`config.mk`:
```
export PLATFORM = sky130hd
export DESIGN_NAME = mem_access_stage
export DESIGN_NICKNAME = d
export VERILOG_FILES = /design/src/rtl/mem_access_stage.sv
export SDC_FILE = /design/constraint.sdc
export NUM_CORES = 1
export LEC_CHECK = 0
export BUFFER_PORTS_ARGS = -buffer_cell sky130_fd_sc_hd__buf_4
export CORE_UTILIZATION = 41
export CTS_CLUSTER_SIZE = 25
export DETAILED_ROUTE_END_ITERATION = 6
export PLACE_DENSITY_LB_ADDON = 0.05
export SKIP_CTS_REPAIR_TIMING = 1
export SYNTH_ARGS = -nofsm -noshare
export SYNTH_HDL_FRONTEND = slang
export SYNTH_SLANG_ARGS = --single-unit
export TNS_END_PERCENT = 100
```
`constraint.sdc`:
```
create_clock -name clk_i -period 1.2 [get_ports clk_i]
set_input_delay 0.06 -clock clk_i [delete_from_list [all_inputs] [get_ports clk_i]]
set_output_delay 0.06 -clock clk_i [all_outputs]
set_load 0.01 [all_outputs]
```
`src/rtl/mem_access_stage.sv`:
```
// MEM-stage controller: turns EXMEM MemRead/MemWrite into a valid/ready data-memory transaction
// and stalls the pipeline until it completes. Define MEM_ACCESS_STALL_CNT_EN for the stall counter.
module mem_access_stage #(
  parameter int unsigned MAX_WAIT = 0
) (
  input  logic        clk_i,
  input  logic        rst_i,
  input  logic        MemRead_i,
  input  logic        MemWrite_i,
  input  logic [31:0] ALUResult_i,
  input  logic [31:0] RS2data_i,
  output logic        dmem_req_o,
  output logic        dmem_we_o,
  output logic [31:0] dmem_addr_o,
  output logic [31:0] dmem_wdata_o,
  input  logic        dmem_ready_i,
  input  logic [31:0] dmem_rdata_i,
  output logic [31:0] MemData_o,
  output logic        Stall_o,
  output logic        Err_o,
  output logic [31:0] StallCnt_o
);

  localparam logic [31:0] MaxWait = 32'(MAX_WAIT);

  typedef enum logic [1:0] {StIdle, StBusy, StDone} state_e;

  state_e      state_q, state_d;
  logic        we_q, we_d;
  logic [31:0] addr_q, addr_d;
  logic [31:0] wdata_q, wdata_d;
  logic [31:0] mdata_q, mdata_d;
  logic [31:0] wait_q, wait_d;
  logic        err_q, err_d;
  logic        stall;
  logic        req;
  logic [31:0] wait_inc;

  assign wait_inc = wait_q + 32'd1;

  always_comb begin
    state_d = state_q;
    we_d    = we_q;
    addr_d  = addr_q;
    wdata_d = wdata_q;
    mdata_d = mdata_q;
    wait_d  = wait_q;
    err_d   = 1'b0;
    stall   = 1'b0;
    req     = 1'b0;
    unique case (state_q)
      StIdle: begin
        if (MemRead_i || MemWrite_i) begin
          stall   = 1'b1;
          we_d    = MemWrite_i;  // read+write together resolves to a write
          addr_d  = ALUResult_i;
          wdata_d = RS2data_i;
          wait_d  = '0;
          state_d = StBusy;
        end
      end
      StBusy: begin
        stall = 1'b1;
        req   = 1'b1;
        if (dmem_ready_i) begin
          if (!we_q) mdata_d = dmem_rdata_i;
          state_d = StDone;
        end else if ((MaxWait != '0) && (wait_inc == MaxWait)) begin
          if (!we_q) mdata_d = '0;
          wait_d  = MaxWait;
          err_d   = 1'b1;
          state_d = StDone;
        end else if (wait_q != MaxWait) begin
          wait_d = wait_inc;
        end
      end
      StDone: begin
        // Pipeline advances at this edge; never re-examine the same EXMEM entry.
        state_d = StIdle;
      end
      default: state_d = StIdle;
    endcase
  end

  always_ff @(posedge clk_i) begin
    if (rst_i) begin
      state_q <= StIdle;
      we_q    <= 1'b0;
      addr_q  <= '0;
      wdata_q <= '0;
      mdata_q <= '0;
      wait_q  <= '0;
      err_q   <= 1'b0;
    end else begin
      state_q <= state_d;
      we_q    <= we_d;
      addr_q  <= addr_d;
      wdata_q <= wdata_d;
      mdata_q <= mdata_d;
      wait_q  <= wait_d;
      err_q   <= err_d;
    end
  end

  assign dmem_req_o   = req;
  assign dmem_we_o    = we_q;
  assign dmem_addr_o  = addr_q;
  assign dmem_wdata_o = wdata_q;
  assign MemData_o    = mdata_q;
  assign Stall_o      = stall && !rst_i;
  assign Err_o        = err_q;

`ifdef MEM_ACCESS_STALL_CNT_EN
  logic [31:0] cnt_q;

  always_ff @(posedge clk_i) begin
    if (rst_i) begin
      cnt_q <= '0;
    end else if (stall) begin
      cnt_q <= cnt_q + 32'd1;
    end
  end

  assign StallCnt_o = cnt_q;
`else
  assign StallCnt_o = '0;
`endif

endmodule
```
# After elaboration in Yosys (flattened, before gate mapping)
# Cells that the tools add are included.
[op_classes]
n_reduce_logical = 7
bitwise = 1
mux = 6
n_eq_ne = 3
[op_table]
columns = ["operator", "n"]
rows = [
  ["$mux W2", 2],
  ["$ne A2 B2 Y1 const B", 2],
  ["$pmux W2 S2", 1],
  ["$reduce_and A2 Y1", 2],
  ["$reduce_and A3 Y1", 1],
  ["$eq A2 B1 Y1 const B", 1],
  ["$logic_not A2 Y1", 1],
  ["$mux W1", 2],
  ["$pmux W1 S2", 1],
  ["$logic_and A1 B1 Y1", 1],
  ["$logic_not A1 Y1", 1],
  ["$logic_or A1 B1 Y1", 1],
  ["$not A1 Y1", 1],
]
[totals]
ff_bits = 99
wordCells = 22
inputBits = 101
output_inout_bits = 132

# Logic depth before layout (Yosys ltp)
# Gate-level depths: netlist of the first run.
[logic_depth]
ltp_word = 4
depth_mapped = 5
mapped_depth_nobuf = 3

# Least setup slack after synthesis of the first run
# Ideal clock, no wire load.
[synth_timing]
path_kind = "register to register"
from = "register state_q[1]"
to = "register addr_q[0], in the netlist dmem_addr_o[0]"
stages_incl_launch_ff = 6
synth_period_minus_slack_ns = 1.125
path_buffers = 2
slack_ns = 0.075
setup_ns = 0.072
arrival_ns = 1.054
t_required_ns = 1.128
cell_sequence = "dfxtp_1 nor2_2 o21a_4 buf_12 buf_12 mux2i_1"
[synth_between]
elab_chain_len = 2
[synth_lines]
columns = ["item", "line_no", "source"]
rows = [
  ["start, declared", "28", "state_e state_q, state_d;"],
  ["start signal, assigned", "87", "state_q <= StIdle;"],
  ["start signal, assigned", "95", "state_q <= state_d;"],
  ["$logic_not A2 Y1", "51", "unique case (state_q)"],
  ["$reduce_and A2 Y1 (no line)", "n/a", ""],
  ["end signal, assigned", "97", "addr_q <= addr_d;"],
  ["end, declared", "30", "logic [31:0] addr_q, addr_d;"],
]
# No other way between the ends.
# A chain may end at the register's enable or synchronous reset.

# Final worst setup path of the first run
[layout_timing]
from = "register state_q[1]"
to = "register wdata_q[7], in the netlist dmem_wdata_o[7]"
[layout_between]
elab_chain_len = 2
[layout_lines]
columns = ["item", "line_no", "source"]
rows = [
  ["$logic_not A2 Y1", "51", ""],
  ["$reduce_and A2 Y1 (no line)", "n/a", ""],
  ["end signal, assigned", "98", "wdata_q <= wdata_d;"],
  ["end, declared", "31", "logic [31:0] wdata_q, wdata_d;"],
]
# No other way between the ends.

==> results.yml, run 1 <==
sta:
  holdWs_ps: -27.7
  hold_viol_final: 5
  finClkSkew_ps: 7.20
  setup_violations: 39
  drv_slew: 0
  fin_setup_tns_ps: -1370
  worst_slack_ps: -109
  rsz0062_at_grt: "yes"
  period_share: 1.09
  fmax_mhz: 764
  fin_crit_ps: 1310
place:
  placed_cells: 783
  routabilityCongestion: 0.764
  place_ws_ps: -0.511
  postPlaceCellArea_mm2: 0.00589
  dpl.hpwl_mm: 7.40
  io_buffers: 199
power:
  combPwrFrac: 0.260
  pwr_density_cell_mw_per_mm2: 1060
  p_switching_mw: 2.02
  leakage_nw: 3.31
  finalPower_mw: 7.64
  clock_power_share: 0.260
  swShare: 0.264
  ir_worst_vdd_mv: 0.496
  seqPwrFrac: 0.480
  intPower_mw: 5.62
synthesis:
  synth_common_cells: "128 x nand2b_1, 99 x dfxtp_1, 66 x nand2_1, 64 x mux2i_1, 34 x buf_4"
  synth.area.top_cells: "dfxtp_1 45%, nand2b_1 18%, mux2i_1 14%"
  async_reset_ff_frac: 0
  syn_avg_cell_area_um2: 9.54
  yosysMostFrequentCell: "nand2b_1"
  ys_types: 20
  syn_area_mm2: 0.00445
  yosysTopAreaCell: "dfxtp_1"
  syn_inst: 467
  synth-seq-cells: 99
  ys_seq_area_frac: 0.445
  yosys_warnings: 0
  ys.flop_type: "dfxtp_1"
  synth_top_area_frac: 0.445
  synth_edf_count: 0
hold_path:
  holdPathStages: 3
  min_path_type: "primary input to register"
die:
  io_pins: 233
  die_area_mm2: 0.0113
  rows: 37
  die_h_um: 106
  coreArea_mm2: 0.0104
  start_util: 0.428
  die_w_um: 106
clocking:
  clk_latency_ps: 350
  h-tree-depth: 3
  cts_root_buffer: "clkbuf_8"
  cts.sinks: 99
  cts.path.max_buffers: 2
  clk_pin_slew_worst_paths_ps: 90
  cts_tree: "done"
  numCtsBuffers: 9
critical_path:
  end_kind: "register"
  cp.arrival_ps: 1580
  start_kind: "register"
  r2r_cells: 5
  path_max_fanout: 9
  critPathRequiredTime_ps: 1470
  path_class: "register to register"
global_routing:
  antenna_found_initial: 0
  grt_pass1_wl_mm: 16.0
  grt_max_degree: 49
  grt_pass1_vias: 3337
  grt_overflow_total: 0
  grt.total_usage: 0.178
detailed_routing:
  drtAntennaViolNets: 0
  drcViolationCount: 0
  routed_wirelength_mm: 11.8
  drtIter0Drc: 117
  routed_via_density: 4.36
  via_count: 3909
  drtPass1Iterations: 4
  wl_per_cell_um: 13.1
final_layout:
  diodes: 0
  area_growth_syn_to_layout_pct: 61.2
  layoutNonFillerInstCount: 897
  utilization: 0.689
  postLayoutCellArea_mm2: 0.00718
  drive_gt1_frac: 0.325
  nNetsFinal: 858
outcome:
  status: "finished with violations"
  violations: "hold timing, setup timing"
run:
  cap_violations: 0
cell type report:
class / count / area [µm²]
timing repair buffer: 313 / 2760
multi-input combinational: 334 / 2080
clock inverter: 2 / 10.0
sequential: 99 / 1980
clock buffer: 13 / 169
fill: 790 / 3240
tap: 136 / 170
final timing paths:
kind / slack, ps / startpoint / endpoint
worst max register to register: -110 / state_q[1]$_SDFFE_PP0P_ / dmem_wdata_o[7]$_SDFFE_PP0P_
worst min register to register: 460 / MemData_o[8]$_SDFFE_PP0P_ / MemData_o[8]$_SDFFE_PP0P_
worst max-delay path: -110 / state_q[1]$_SDFFE_PP0P_ / dmem_wdata_o[7]$_SDFFE_PP0P_
worst min-delay path: -30 / RS2data_i[26] / dmem_wdata_o[26]$_SDFFE_PP0P_
flip-flops by register name, summed over array words and instances, names as in the netlist:
name and count:
dmem_we_o 1, dmem_wdata_o 32, dmem_addr_o 32, MemData_o 32
state_q 2
cell families (layout without fill, tap and decap cells):
group | after synthesis | after routing | share of synthesized area
other | 1 | 33 | 0.000842
multiplexers | 64 | 64 | 0.144
AO/OA/AOI/OAI | 36 | 36 | 0.0444
AND/OR/NAND/NOR | 201 | 201 | 0.247
buffers and inverters | 66 | 328 | 0.119
flip-flops | 99 | 99 | 0.445
power groups by stage:
stage / Clock, mW / Combinational (mW) / Sequential, mW
2_1_floorplan: 0 / 0.859 / 3.84
3_3_place_gp: 0 / 1.56 / 3.73
3_5_place_dp: 0 / 1.59 / 3.73
4_1_cts: 2.07 / 1.59 / 3.66
5_1_grt: 2.21 / 2.13 / 3.70
6_report: 1.99 / 1.99 / 3.67
worst max-delay path: stages (launching register included):
cell,delay (ps)
dfxtp_2,330
nor2_2,150
o21a_4,200
buf_4,160
clkbuf_16,170
mux2i_1,220
routing by layer:
layer / share of wire / routed length (µm) / track usage
met1: 0.40 / 4760 / 0.212
met2: 0.51 / 5980 / 0.291
met3: 0.065 / 764 / 0.0527
met4: 0.024 / 288 / 0.0903
met5: 0 / 0 / 0
cell usage in the layout, fill, tap and decap left out, drive strengths merged:
master / synthesis / final
buf: 54 / 219
nand2b: 128 / 128
dfxtp: 99 / 99
dlygate4sd3: 0 / 89
nand2: 66 / 66
mux2i: 64 / 64
a21oi: 33 / 33
conb: 1 / 33
clkbuf: 12 / 18
clkinv: 0 / 2
nor3: 2 / 2
nor2: 2 / 2
nor2b: 1 / 1
o21a: 1 / 1
and4bb: 1 / 1
nand4bb: 1 / 1
a21boi: 1 / 1
a21bo: 1 / 1
No activity file was read; power rests on OpenSTA's default activity.
==> run 2: changes to the inputs <==
--- a/config.mk
+++ b/config.mk
@@ -6,6 +6,7 @@
 export NUM_CORES = 1
 export LEC_CHECK = 0
 export BUFFER_PORTS_ARGS = -buffer_cell sky130_fd_sc_hd__buf_4
+export CORE_ASPECT_RATIO = 1.25
 export CORE_UTILIZATION = 41
 export CTS_CLUSTER_SIZE = 25
 export DETAILED_ROUTE_END_ITERATION = 6
==> run 2 against run 1 <==
Compared with the run above:
- the run still ends with hold timing, setup timing left
- register-to-register slack better by 50 ps
- count of clock-buffer cells in the layout down 1
- cell count down 4.7%
- final area down 0.42%
- clock power up 57%
- die area about the same
- first-iteration DRC count down 23%
- critical path depth down 1
- critical path type unchanged
- highest routed layer unchanged
==> results.yml, run 2 (synthesis gave the netlist of run 1 again) <==
outcome:
  status: "finished with violations"
  violations: "hold timing, setup timing"
critical_path:
  start_kind: "register"
  crit_chain: "nor2_4 > o21a_4 > clkbuf_16 > mux2i_1"
  critPathRequiredTime_ps: 1460
  end_kind: "register"
  cp_slowest_cell: "dfxtp_2"
  slowest_delay_ps: 350
  path_max_fanout: 7
  cp.arrival_ps: 1520
  path_class: "register to register"
final_layout:
  final_common_cell: "buf_4"
  area_growth_syn_to_layout_pct: 60.5
  utilization: 0.677
  diodes: 0
  layoutNonFillerInstCount: 855
  drive_gt1_frac: 0.386
  fillCellCount: 811
  layout_common_cells: "204 x buf_4, 128 x nand2b_1, 97 x dfxtp_1"
  nNetsFinal: 819
power:
  ir_worst_vdd_mv: 0.620
  pwr_density_cell_mw_per_mm2: 1230
  leakage_nw: 3.31
detailed_routing:
  drcViolationCount: 0
  wl_per_cell_um: 13.9
  via_count: 3860
  routed_wirelength_mm: 11.9
  drtIter0Drc: 90
  drtPass1Iterations: 4
  routed_via_density: 4.51
  drtAntennaViolNets: 0
sta:
  fmax_mhz: 794
  hold_viol_final: 20
  worst_slack_ps: -60.0
  holdWs_ps: -12.1
  rsz0062_at_grt: "yes"
  fin_crit_ps: 1260
  period_share: 1.05
  finClkSkew_ps: 5.19
  setup_violations: 48
  drv_slew: 0
clocking:
  clk_latency_ps: 340
  numCtsBuffers: 9
  cts.sinks: 99
  clk_pin_slew_worst_paths_ps: 70
  cts.path.max_buffers: 2
  h-tree-depth: 3
  cts_root_buffer: "clkbuf_16"
  cts_tree: "done"
global_routing:
  grt_pass1_wl_mm: 15.4
  grt_pass1_vias: 3283
  grt_max_degree: 73
  grt_overflow_total: 0
  antenna_found_initial: 0
  grt.total_usage: 0.173
die:
  io_pins: 233
  die_area_mm2: 0.0113
  rows: 42
  coreArea_mm2: 0.0106
  start_util: 0.422
  die_w_um: 95.2
  die_h_um: 119
hold_path:
  min_path_type: "primary input to register"
place:
  dpl.hpwl_mm: 7.38
  placed_cells: 777
  io_buffers: 199
  routabilityCongestion: 0.748
run:
  cap_violations: 0
## run 2: cell types whose count changed in the layout (fill, tap and decap cells not counted), sizes merged
cell         previous run  this run
buf                   219       214
bufinv                  0         2
clkbuf                 18        19
clkinv                  2         1
clkinvlp                0         1
dlygate4sd3            89        52
o21a                    1         2
## run 2: per-layer routing
metal  vias up  track usage  part of all wire
met4         0       0.0625             0.020
met3        20       0.0566             0.074
met1      1771        0.202              0.39
met2       141        0.290              0.51
li1       1928            -                 -
met5         -            0                 0
## run 2: cell type report
| type | instances | area, µm² | share of cell area |
|---|---|---|---|
| Sequential cell | 99 | 1990 | 0.278 |
| Tap cell | 132 | 165 | 0.0231 |
| Multi-Input combinational cell | 335 | 2260 | 0.316 |
| Clock inverter | 4 | 72.6 | 0.0102 |
| Clock buffer | 12 | 256 | 0.0359 |
| Timing Repair Buffer | 273 | 2410 | 0.337 |
## run 2: worst paths after layout
kind | start | endpoint | slack [ps] | depth (start not counted)
worst max-delay path | state_q[0]$_SDFFE_PP0P_ | dmem_addr_o[24]$_SDFFE_PP0P_ | -60 | 4
worst min-delay path | RS2data_i[30] | dmem_wdata_o[30]$_SDFFE_PP0P_ | -10 | 3
worst max register to register | state_q[0]$_SDFFE_PP0P_ | dmem_addr_o[24]$_SDFFE_PP0P_ | -60 | 4
worst min register to register | MemData_o[3]$_SDFFE_PP0P_ | MemData_o[3]$_SDFFE_PP0P_ | 460 | 2
## run 2: through the flow
stage	power, mW	setup slack, ps	cell area (µm²)	setup TNS (ps)	hold WS [ps]
CTS	8.48	-97.0	6200	-341	-66.1
finish	8.76	-60.0	7150	-999	-12.1
detailed placement	5.32	-16.8	5870	-66.7	297
floorplan	4.70	74.8	4570	0	169
global placement	5.29	41.7	5870	0	284
global route	9.20	-119	7150	-4400	0.705
## run 2: where the power goes
group          internal, mW  total, mW  switching, mW
clock network          1.94       3.12           1.18
logic                  1.14       1.97          0.826
registers              3.53       3.67          0.141
total                  6.61       8.76           2.15
## run 2: critical path: cells and delay by family (launching register included)
kind | cells | cell delay [ps]
AOI/OAI and AO/OA | 1 | 280
buffers and inverters | 1 | 200
DFF | 1 | 350
muxes | 1 | 200
and+or+nand+nor | 1 | 150
==> run 3: changes to the inputs <==
--- a/config.mk
+++ b/config.mk
@@ -6,7 +6,7 @@
 export NUM_CORES = 1
 export LEC_CHECK = 0
 export BUFFER_PORTS_ARGS = -buffer_cell sky130_fd_sc_hd__buf_4
-export CORE_ASPECT_RATIO = 1.25
+export CORE_ASPECT_RATIO = 0.7
 export CORE_UTILIZATION = 41
 export CTS_CLUSTER_SIZE = 25
 export DETAILED_ROUTE_END_ITERATION = 6
==> run 3 against run 2 <==
Compared with the run above:
- the run still ends with hold timing, setup timing left
- global-route usage is 0.22 points higher
- non-clock buffer count grew 22
- critical path depth grew 1
- combinational power rose by 5%
- die area about the same
==> results.yml, run 3 (synthesis gave the netlist of run 1 again) <==
outcome:
  status: "finished with violations"
  violations: "hold timing, setup timing"
detailed_routing:
  routed_via_density: 4.53
  via_count: 3971
  drtAntennaViolNets: 0
  drcViolationCount: 0
  routed_wirelength_mm: 12.0
  drtIter0Drc: 107
  wl_per_cell_um: 13.7
  drtPass1Iterations: 4
clocking:
  clk_pin_slew_worst_paths_ps: 70
  cts.path.max_buffers: 2
  clk_latency_ps: 330
  numCtsBuffers: 9
  h-tree-depth: 3
  cts_root_buffer: "clkbuf_16"
  cts_tree: "done"
  cts.sinks: 99
final_layout:
  layoutNonFillerInstCount: 877
  drive_gt1_frac: 0.383
  diodes: 0
  nNetsFinal: 841
  area_growth_syn_to_layout_pct: 65.1
  final_common_cell: "buf_4"
  postLayoutCellArea_mm2: 0.00735
  layout_common_cells: "210 x buf_4, 128 x nand2b_1, 97 x dfxtp_1"
critical_path:
  cp_slowest_cell: "and4bb_4"
  crit_family: "simple AND/OR/NAND/NOR gates"
  start_kind: "register"
  crit_buf_inv: 2
  critPathRequiredTime_ps: 1470
  crit_chain: "buf_6 > and4bb_4 > clkbuf_16 > nand2_1 > a21oi_1"
  path_class: "register to register"
  end_kind: "register"
  path_max_fanout: 16
  slowest_delay_ps: 360
  cp.arrival_ps: 1540
global_routing:
  grt_max_degree: 58
  grt_overflow_total: 0
  antenna_found_initial: 0
  grt.total_usage: 0.176
  grt_pass1_vias: 3279
  grt_pass1_wl_mm: 15.6
place:
  dpl.hpwl_mm: 7.49
  routabilityCongestion: 0.774
  io_buffers: 199
  postPlaceCellArea_mm2: 0.00588
  placed_cells: 778
sta:
  fin_crit_ps: 1270
  worst_slack_ps: -67.7
  period_share: 1.06
  finClkSkew_ps: 5.09
  fmax_mhz: 789
  drv_slew: 0
  setup_violations: 50
  holdWs_ps: -9.78
  rsz0062_at_grt: "yes"
  hold_viol_final: 6
die:
  coreArea_mm2: 0.0104
  die_area_mm2: 0.0113
  rows: 31
  start_util: 0.427
  die_w_um: 127
  die_h_um: 89.2
  io_pins: 233
hold_path:
  min_path_type: "primary input to register"
power:
  leakage_nw: 3.42
  ir_worst_vdd_mv: 0.702
  pwr_density_cell_mw_per_mm2: 1230
run:
  cap_violations: 0
-- run 3: final cells by class --
cell class	count	area, µm²
flip-flops and latches	99	1980
well taps	132	165
repair buffers	295	2600
fillers	802	3080
multi-input cells	335	2260
clock inverters	4	97.6
clock buffers	12	246
-- run 3: final timing paths --
check | endpoint | slack [ps] | startpoint | cells after the start
min reg2reg | MemData_o[18]$_SDFFE_PP0P_ | 450 | MemData_o[18]$_SDFFE_PP0P_ | 2
min | dmem_addr_o[3]$_SDFFE_PP0P_ | -10 | ALUResult_i[3] | 3
max | MemData_o[1]$_SDFFE_PP0P_ | -70 | state_q[1]$_SDFFE_PP0P_ | 5
max reg2reg | MemData_o[1]$_SDFFE_PP0P_ | -70 | state_q[1]$_SDFFE_PP0P_ | 5
-- run 3: worst min-delay path: stages --
cell and delay, ps:
buf_4 110, nand2b_1 50, mux2i_1 60
-- run 3: layer usage --
layer,vias to the layer above,part of all wire,track usage
li1,1972,-,-
met5,-,0,0
met2,149,0.49,0.284
met4,0,0.015,0.0690
met1,1833,0.42,0.206
met3,17,0.075,0.0796
-- run 3: metrics by stage --
step           utilization  setup TNS (ps)  hold slack (ps)  setup slack (ps)  power, mW
2_1_floorplan            -               0              169              74.8       4.70
3_3_place_gp         0.564               0              284              17.1       5.29
3_5_place_dp         0.564           -1280              294             -48.6       5.33
4_1_cts              0.597           -2640            -71.9              -125       8.66
5_1_grt              0.705           -4990            -8.86              -119       9.43
6_report             0.705           -1720            -9.78             -67.7       9.03
-- run 3: power breakdown --
part / switching [mW] / internal (mW)
sequential: 0.135 / 3.53
combinational: 0.854 / 1.20
clock: 1.21 / 2.10
